`config.mk`:
```
export PLATFORM = sky130hd
export DESIGN_NAME = fp8_mul_arbiter_flat
export DESIGN_NICKNAME = d
export VERILOG_FILES = /design/src/rtl/fp8_pkg.sv /design/src/rtl/fp8_mul_arbiter_if.sv /design/src/rtl/FP8_multiplier.sv /design/src/rtl/rr_arbiter_n.sv /design/src/rtl/fp8_mul_arbiter.sv /design/src/flat_wrapper.sv
export SDC_FILE = /design/constraint.sdc
export NUM_CORES = 1
export LEC_CHECK = 0
export ABC_CLOCK_PERIOD_IN_PS = 8100
export BUFFER_PORTS_ARGS = -buffer_cell sky130_fd_sc_hd__buf_2
export CAP_MARGIN = 20
export CORE_MARGIN = 3
export CORE_UTILIZATION = 50
export DETAILED_ROUTE_END_ITERATION = 6
export PLACE_DENSITY = 0.92
export SETUP_SLACK_MARGIN = 0.4
export SLEW_MARGIN = 30
export SYNTH_ARGS = -nofsm -noshare
export SYNTH_HDL_FRONTEND = slang
export SYNTH_SLANG_ARGS = --single-unit
```
`constraint.sdc`:
```
create_clock -name clk -period 8.1 [get_ports clk]
set_clock_uncertainty 0.05 [all_clocks]
set_input_delay 1.62 -clock clk [delete_from_list [all_inputs] [get_ports clk]]
set_output_delay 1.62 -clock clk [all_outputs]
set_load 0.005 [all_outputs]
```
`src/rtl/fp8_pkg.sv`:
```
// Shared FP8 (E4M3-style) field definitions and pack/unpack helpers.
package fp8_pkg;

  localparam int FP8_W   = 8;
  localparam int EXP_W   = 4;
  localparam int MAN_W   = 3;
  localparam int BIAS    = 7;
  // Adding (2^EXP_W - BIAS) is the same as subtracting the bias modulo 2^EXP_W.
  localparam int EXP_ADJ = (1 << EXP_W) - BIAS;

  typedef struct packed {
    logic             sign;
    logic [EXP_W-1:0] exp;
    logic [MAN_W-1:0] man;
  } fp8_t;

  function automatic fp8_t fp8_unpack(input logic [FP8_W-1:0] x);
    return fp8_t'(x);
  endfunction

  function automatic logic [FP8_W-1:0] fp8_pack(input logic s,
                                                input logic [EXP_W-1:0] e,
                                                input logic [MAN_W-1:0] m);
    return {s, e, m};
  endfunction

endpackage

```
`src/rtl/fp8_mul_arbiter_if.sv`:
```
// Request/response bundle between the MAC lanes and the shared FP8 multiplier.
interface fp8_mul_arbiter_if
  import fp8_pkg::*;
#(
  parameter int N   = 4,
  parameter int IDW = $clog2(N)
);

  logic [N-1:0]       req_valid;
  logic [N-1:0]       req_ready;
  logic [N*FP8_W-1:0] req_a;
  logic [N*FP8_W-1:0] req_b;
  logic               rsp_valid;
  logic               rsp_ready;
  logic [FP8_W-1:0]   rsp_product;
  logic [IDW-1:0]     rsp_id;

  modport master (
    output req_valid, req_a, req_b, rsp_ready,
    input  req_ready, rsp_valid, rsp_product, rsp_id
  );

  modport slave (
    input  req_valid, req_a, req_b, rsp_ready,
    output req_ready, rsp_valid, rsp_product, rsp_id
  );

endinterface

```
`src/rtl/FP8_multiplier.sv`:
```
// Truncating FP8 multiplier core; no saturation, NaN or subnormal handling.
module FP8_multiplier
  import fp8_pkg::*;
(
  input  logic [FP8_W-1:0] a_i,
  input  logic [FP8_W-1:0] b_i,
  output logic [FP8_W-1:0] y_o
);

  fp8_t                   a_f, b_f;
  logic [2*MAN_W+1:0]     sig_p;
  logic                   carry;
  logic [EXP_W-1:0]       exp_y;
  logic [MAN_W-1:0]       man_y;

  assign a_f   = fp8_unpack(a_i);
  assign b_f   = fp8_unpack(b_i);
  assign sig_p = (2*MAN_W+2)'({1'b1, a_f.man}) * (2*MAN_W+2)'({1'b1, b_f.man});
  assign carry = sig_p[2*MAN_W+1];
  // Product of two 1.xxx significands is in [1,4); a set top bit means renormalise by one.
  assign man_y = carry ? MAN_W'(sig_p >> (MAN_W + 1)) : MAN_W'(sig_p >> MAN_W);
  assign exp_y = a_f.exp + b_f.exp + EXP_W'(EXP_ADJ) + EXP_W'(carry);
  assign y_o   = fp8_pack(a_f.sign ^ b_f.sign, exp_y, man_y);

endmodule

```
`src/rtl/rr_arbiter_n.sv`:
```
// Combinational round-robin picker: first requester after ptr wins, searching upward modulo N.
module rr_arbiter_n #(
  parameter int N   = 4,
  parameter int IDW = $clog2(N)
) (
  input  logic [N-1:0]   req,
  input  logic           en,
  input  logic [IDW-1:0] ptr,
  output logic [N-1:0]   grant,
  output logic [IDW-1:0] grant_id
);

  logic           found;
  logic [IDW-1:0] idx;

  always_comb begin
    grant    = '0;
    grant_id = '0;
    found    = 1'b0;
    idx      = '0;
    for (int k = 1; k <= N; k++) begin
      idx = IDW'((int'(ptr) + k) % N);
      if (en && !found && req[idx]) begin
        found       = 1'b1;
        grant[idx]  = 1'b1;
        grant_id    = idx;
      end
    end
  end

endmodule

```
`src/rtl/fp8_mul_arbiter.sv`:
```
// Time-shares one FP8 multiplier among N requesters with round-robin grant
// and a single registered, back-pressurable response stage.
module fp8_mul_arbiter
  import fp8_pkg::*;
#(
  parameter int N    = 4,
  parameter int IDW  = $clog2(N),
  parameter int CNTW = 16
) (
  input  logic            clk,
  input  logic            rst,
  fp8_mul_arbiter_if.slave bus,
  output logic [CNTW-1:0] ops_count
);

  logic [N-1:0]     grant;
  logic [IDW-1:0]   grant_id;
  logic [IDW-1:0]   ptr_q;
  logic             adv;
  logic             rsp_valid_q;
  logic [FP8_W-1:0] rsp_product_q;
  logic [IDW-1:0]   rsp_id_q;
  logic [CNTW-1:0]  ops_q, ops_d;
  logic [FP8_W-1:0] mul_y;
  logic [FP8_W-1:0] a_arr [N];
  logic [FP8_W-1:0] b_arr [N];

  genvar gi;
  generate
    for (gi = 0; gi < N; gi++) begin : g_unpack
      assign a_arr[gi] = bus.req_a[FP8_W*gi +: FP8_W];
      assign b_arr[gi] = bus.req_b[FP8_W*gi +: FP8_W];
    end
  endgenerate

  // The output slot frees up either because it is empty or because it drains this cycle.
  assign adv = !rsp_valid_q || bus.rsp_ready;

  rr_arbiter_n #(.N(N), .IDW(IDW)) u_arb (
    .req      (bus.req_valid),
    .en       (adv),
    .ptr      (ptr_q),
    .grant    (grant),
    .grant_id (grant_id)
  );

  FP8_multiplier u_mul (
    .a_i (a_arr[grant_id]),
    .b_i (b_arr[grant_id]),
    .y_o (mul_y)
  );

  assign ops_d = ops_q + CNTW'(1);

  always_ff @(posedge clk) begin
    if (rst) begin
      rsp_valid_q   <= 1'b0;
      rsp_product_q <= '0;
      rsp_id_q      <= '0;
      ops_q         <= '0;
      ptr_q         <= IDW'(N - 1);
    end else begin
      if (rsp_valid_q && bus.rsp_ready) ops_q <= ops_d;
      if (adv) begin
        if (|grant) begin
          rsp_valid_q   <= 1'b1;
          rsp_product_q <= mul_y;
          rsp_id_q      <= grant_id;
          ptr_q         <= grant_id;
        end else begin
          rsp_valid_q   <= 1'b0;
        end
      end
    end
  end

  assign bus.req_ready   = grant;
  assign bus.rsp_valid   = rsp_valid_q;
  assign bus.rsp_product = rsp_product_q;
  assign bus.rsp_id      = rsp_id_q;
  assign ops_count       = ops_q;

endmodule

```
`src/flat_wrapper.sv`:
```
// flat-port wrapper written by rule: the top's interface ports become plain ports
module fp8_mul_arbiter_flat import fp8_pkg::*;
#(
  parameter int N    = 4,
  parameter int IDW  = $clog2(N),
  parameter int CNTW = 16
)
  (clk, rst, ops_count, bus_req_valid, bus_req_a, bus_req_b, bus_rsp_ready, bus_req_ready, bus_rsp_valid, bus_rsp_product, bus_rsp_id);
  fp8_mul_arbiter_if #(.N(N), .IDW(IDW)) bus_i ();
  input  logic clk;
  input  logic rst;
  output logic [CNTW-1:0] ops_count;
  input wire logic [$bits(bus_i.req_valid)-1:0] bus_req_valid;
  input wire logic [$bits(bus_i.req_a)-1:0] bus_req_a;
  input wire logic [$bits(bus_i.req_b)-1:0] bus_req_b;
  input wire logic [$bits(bus_i.rsp_ready)-1:0] bus_rsp_ready;
  output wire logic [$bits(bus_i.req_ready)-1:0] bus_req_ready;
  output wire logic [$bits(bus_i.rsp_valid)-1:0] bus_rsp_valid;
  output wire logic [$bits(bus_i.rsp_product)-1:0] bus_rsp_product;
  output wire logic [$bits(bus_i.rsp_id)-1:0] bus_rsp_id;
  assign bus_i.req_valid = bus_req_valid;
  assign bus_i.req_a = bus_req_a;
  assign bus_i.req_b = bus_req_b;
  assign bus_i.rsp_ready = bus_rsp_ready;
  assign bus_req_ready = bus_i.req_ready;
  assign bus_rsp_valid = bus_i.rsp_valid;
  assign bus_rsp_product = bus_i.rsp_product;
  assign bus_rsp_id = bus_i.rsp_id;
  fp8_mul_arbiter #(.N(N), .IDW(IDW), .CNTW(CNTW)) u_core (.clk(clk), .rst(rst), .bus(bus_i), .ops_count(ops_count));
endmodule
```
* Word-level counts from Yosys, hierarchy flattened
Cells that the tools add are included.
** Word-level totals
- Bits in registers :: 29
- Latch bits :: 0
- RAM bits :: 0
- ROM bits :: 0
- Bits of input ports :: 71
- Output and inout port bits :: 31
- Logic and storage cells :: 82
- Memories kept :: 0
** Operators by class
- $add $sub $neg :: 8
- $mul :: 1
- Div/mod/pow operators :: 0
- $lt $le $gt $ge :: 9
- Equality and inequality tests :: 0
- Shift operators :: 0
- Muxes and demuxes :: 35
- Bitwise gates (word level) :: 5
- Reduce and logical (&&, ||, !) cells :: 19
** Operator list (count)
- binary-select mux 8 bit (select 2 bit) :: 2
- two-way mux 8 bit :: 4
- adder 16 x 1 -> 16 bit (second input constant) :: 1
- two-way mux 4 bit :: 4
- logical AND 1 bit :: 12
- less-than comparator 2 x 3 -> 1 bit (second input constant) :: 4
- two-way mux 1 bit :: 12
- OR 4 bit :: 3
- binary-select mux 1 bit (select 2 bit) :: 4
- demux 1 bit (select 2 bit) :: 4
- greater-or-equal comparator 2 x 1 -> 1 bit (second input constant) :: 4
- multiplier 4 x 4 -> 8 bit :: 1
- two-way mux 2 bit :: 4
- adder 2 x 1 -> 2 bit (second input constant) :: 2
- adder 2 bit (second input constant) :: 2
- adder 4 x 1 -> 4 bit :: 1
- adder 4 bit :: 1
- adder 4 bit (second input constant) :: 1
- logical NOT 1 bit :: 4
- OR reduction 4 bit :: 1
- greater-or-equal comparator 3 bit (second input constant) :: 1
- two-way mux 3 bit :: 1
- NOT 2 -> 3 bit :: 1
- AND reduction 2 bit :: 1
- 2 further kinds :: 2

* Longest topological paths before layout
- Depth in word-level cells :: 24
- Depth in mapped cells :: 30
- Gate-level depth less buffers :: 28

* Cells and area by module
Synthesis repeated with hierarchy kept, for this count alone.
** Second synthesis, totals
- Cell total of the unflattened synthesis :: 285
- Area, all modules :: 2662.6 um2
** By module, submodules not included
- fp8_mul_arbiter :: instances 1, cells each 164, area an instance 1609.0 um2, sequential area each 580.6 um2
- FP8_multiplier :: instances 1, cells each 73, area an instance 606.8 um2, sequential area each 0.0 um2
- rr_arbiter_n :: instances 1, cells each 48, area an instance 446.7 um2, sequential area each 0.0 um2

* Worst setup path after synthesis
Ideal clock, no wire load.
- Kind :: input to register
- Start point :: input bus_req_valid[3]
- End point :: register u_core.rsp_product_q[6], in the netlist u_core.bus.rsp_product[6]
- Setup time :: 0.086 ns
- Arrival time :: 7.445 ns
- Data required time :: 7.964 ns
- Path slack :: 0.520 ns
- Cell stages on the path :: 25
- Path buffers :: 3
- Cell sequence :: buf_6 -> mux4_2 -> o311a_1 -> or2_1 -> buf_6 -> buf_2 -> mux2i_1 -> o21ai_0 -> ha_1 -> inv_1 -> fa_1 -> inv_1 -> ha_1 -> ha_1 -> nand3_1 -> o31ai_2 -> mux2_4 -> or3_4 -> ha_1 -> a21o_1 -> a21oi_1 -> xnor2_1 -> xnor2_1 -> xnor2_1 -> a211oi_1
** On the way
- Longest elaborated chain between the ends :: 23
- Elaborated cells on any way between the ends :: 45
- Those cells by class :: 3 x add/sub; 1 x mul; 25 x mux; 4 x bitwise; 12 x reduce/logical
** RTL lines
- from (decl) :: RTL line flat_wrapper.sv:13 : input wire logic [$bits(bus_i.req_valid)-1:0] bus_req_valid;
- branches (longest 23 deep; another with binary-select mux 1 bit (select 2 bit))
- to (signal assigned) :: RTL line fp8_mul_arbiter.sv:67 : rsp_product_q <= mul_y;
- to (decl) :: RTL line fp8_mul_arbiter.sv:21 : logic [FP8_W-1:0] rsp_product_q;
Several ways; the timed one is not identified. The select of a mux whose other input is x is not followed.
A chain may end at the register's enable or synchronous reset.

* Worst setup path after layout
Same ends and word-level chain as after synthesis.

==> qor.csv <==
metric;value;unit
status;completed;
area grow syn2layout;24.4;%
synth top area cells;dfxtp_1, ha_1, mux2i_1;
worst r2r src;u_core.ptr_q[0];
Final HPWL DP;5.68;mm
Synth Cell Area;2810;um^2
setup TNS;0;ps
Yosys cell types;54;
Worst Hold Path EP;u_core.bus.rsp_product[5];
Final setup violation count;0;
Max-slew headroom;58.4;%
Mapped Nets;431;
Final min period;7370;ps
Seq/Total Area, Yosys;20.7;%
Die Area;6550;um^2
Final period util;90.9;%
crit-path cells;buf_2 -> mux4_2 -> o311a_1 -> or2_4 -> buf_4 -> mux2_2 -> a21oi_2 -> nand2b_1 -> fa_1 -> fa_1 -> inv_1 -> ha_1 -> nand3_1 -> o31ai_4 -> mux2_4 -> or3_4 -> ha_1 -> a21o_1 -> a21oi_1 -> xnor2_1 -> xnor2_1 -> xnor2_1 -> a211oi_1;
CP Launch Point;bus_req_valid[3];
Root Buffer;clkbuf_8;
# port buffers;101;
Slowest-stage cell, CP;fa_1;
WP data required;8240;ps
CP arrival;7510;ps
worst-skew pair later-pin latency;270;ps
GRT Total Usage;21.9;%
max-cap violation count;0;
clock slew at reported path FFs;60;ps
final WL;7.08;mm
Synth Area per Inst;8.38;um^2
largest net degree at the start of global routing;34;
RePlAce Congestion;0.910;
number of buffers created by CTS;5;
# DRC;0;
worst r2r path cells;25;
final core utilization;66.3;%
Post-synth ARST share;0;%
IO Count;102;
Crit Path Class;in2reg;
Top FF cell, synth;dfxtp_1;
startpoint types;input pin;
NumNets Final;526;
flop2flop setup slack;1060;ps
Pre-antenna DRT Iters;4;
Peak Freq;136;MHz
hold depth;2;
via count;2774;
Largest stage delay, worst path;550;ps
cell row count;26;
postcts setup bufs;0;
global-route wire length before repair;11.6;mm
Synth top area share;20.7;%
final slew viol count;0;
Hold Path Origin;u_core.bus.rsp_product[5];
H-Tree Depth;2;
total grt overflow;0;
initial core utilization;53.3;%
setup repair after global routing missed its margin;false;
class of the worst hold path;reg2reg;
area leader, netlist;dfxtp_1;
final hold slack;400;ps
drt wl/cell;14.1;um
CP max FO;11;
core outline area;5270;um^2
vias per cell;5.54;
count of flip-flops with a built-in enable after synthesis;0;
Max clock buf depth;2;
initial antenna violation count;0;
CTS tree;built;
most frequent CP cell;xnor2_1;
vias in the first global route;2672;
worst r2r dst;u_core.bus.rsp_product[6];
Slew @ Worst Pin;622;ps
Die W;80.9;um
Setup crit end kind;register;
diode count;0;
delay-heaviest family, CP;adder cells;
Die Span Y;80.9;um
Buf/Inv on CP;3;
CTS Sinks;29;
final hold vios;0;
fraction of layout cells with a size suffix above 1;32.9;%
1st-iter DRT viols;135;
YS warnings;0;
flops & latches, synth;29;
antenna viol nets, final;0;
Post-Syn Instances;335;
# hold bufs at CTS;0;
-- cell usage after synthesis (2+ instances only) --
library cell / n
nor2b_1: 3
nand2_1: 35
inv_1: 17
nand2b_1: 3
dfxtp_1: 29
fa_1: 6
a211oi_1: 6
or3_1: 3
and3_1: 8
mux4_2: 3
buf_2: 3
nor2_1: 32
nand3_1: 9
inv_2: 2
a21oi_1: 12
mux2i_1: 21
mux2_2: 11
a31oi_1: 2
a221oi_1: 4
nand4_1: 5
a21o_1: 2
a22o_1: 4
clkbuf_1: 9
xnor2_1: 12
nand3b_1: 5
and2_1: 5
o211ai_1: 4
and4_1: 4
xor2_1: 15
ha_1: 19
o311a_1: 2
buf_1: 2
buf_6: 2
nor3_1: 3
o21ai_0: 14
-- kinds of logic (layout without fill, tap and decap cells) --
| kind of cell | count (synthesis) | after routing | share of synthesized area [%] |
|---|---|---|---|
| muxes | 36 | 36 | 14.8 |
| and+or+nand+nor | 123 | 123 | 22.7 |
| adders and majority gates | 25 | 25 | 12.7 |
| buffers and inverters | 35 | 131 | 5.35 |
| DFF | 29 | 29 | 20.7 |
| xor gates and xnor gates | 27 | 27 | 8.42 |
| AOI/OAI and AO/OA | 60 | 60 | 15.2 |
-- placed cells by master, fill, tap and decap left out, types with 6 or more instances in the layout --
| cell type | synthesis | final |
|---|---|---|
| clkbuf_8 | 0 | 6 |
| a21oi_1 | 12 | 11 |
| ha_1 | 19 | 19 |
| mux2_2 | 11 | 11 |
| nand2_1 | 35 | 35 |
| nand3_1 | 9 | 9 |
| nor2_1 | 32 | 32 |
| fa_1 | 6 | 6 |
| dfxtp_1 | 29 | 29 |
| and3_1 | 8 | 8 |
| o21ai_0 | 14 | 12 |
| a211oi_1 | 6 | 6 |
| mux2i_1 | 21 | 21 |
| buf_2 | 3 | 101 |
| inv_1 | 17 | 17 |
| xnor2_1 | 12 | 12 |
| xor2_1 | 15 | 15 |
-- metrics by stage --
stage / cells / area, um^2 / worst slack, ps
floorplan: 335 / 2810 / 520
global placement: 493 / 3340 / 405
CTS: 501 / 3460 / 447
detailed placement: 493 / 3340 / 166
finish: 501 / 3490 / 734
global route: 501 / 3490 / 387
-- sequential cells by signal (all words and copies together) (netlist names) --
| signal | count |
|---|---|
| u_core.bus.rsp_id | 2 |
| u_core.bus.rsp_product | 8 |
| u_core.bus.rsp_valid | 1 |
| u_core.ops_count | 16 |
| u_core.ptr_q | 2 |
-- area by class of cell --
class	instances	area (um^2)
clock buffers	7	86.3
clock inverters	1	30.0
fillers	452	1780
inverters	19	71.3
multi-input cells	271	2110
flip-flops and latches	29	581
well taps	70	87.6
repair buffers	104	528
-- worst reg2reg max path, delay by kind of cell (launching register included) --
family          cells  cell delay, ps
fa+ha+maj           5            2010
simple gates        5            1270
compound gates      6            1140
buf+inv             3             410
xor+xnor            3             390
flops               1             690
mux                 3            1010
-- how the worst max path moves through the flow --
stage               slack (ps)                         to  cells past startpoint
CTS                        450  u_core.bus.rsp_product[6]                     23
global placement           400  u_core.bus.rsp_product[6]                     23
detailed placement         170  u_core.bus.rsp_product[6]                     23
floorplan                  520  u_core.bus.rsp_product[6]                     25
global route               390  u_core.bus.rsp_product[6]                     24
finish                     730  u_core.bus.rsp_product[6]                     23
-- metal layers --
layer,track usage [%],share of wire [%]
met1,26.9,41
met2,39.4,51
met3,3.99,6.7
met4,5.41,1.4
met5,0,0
-- what timing repair did --
item                                   CTS  global route
endpoints found under the hold margin    0             0
setup endpoints to repair                0             2
gates resized for setup                  0             8
Power is not shown: default switching activity piles up to over one toggle a cycle in this logic, so the estimate is an artifact.
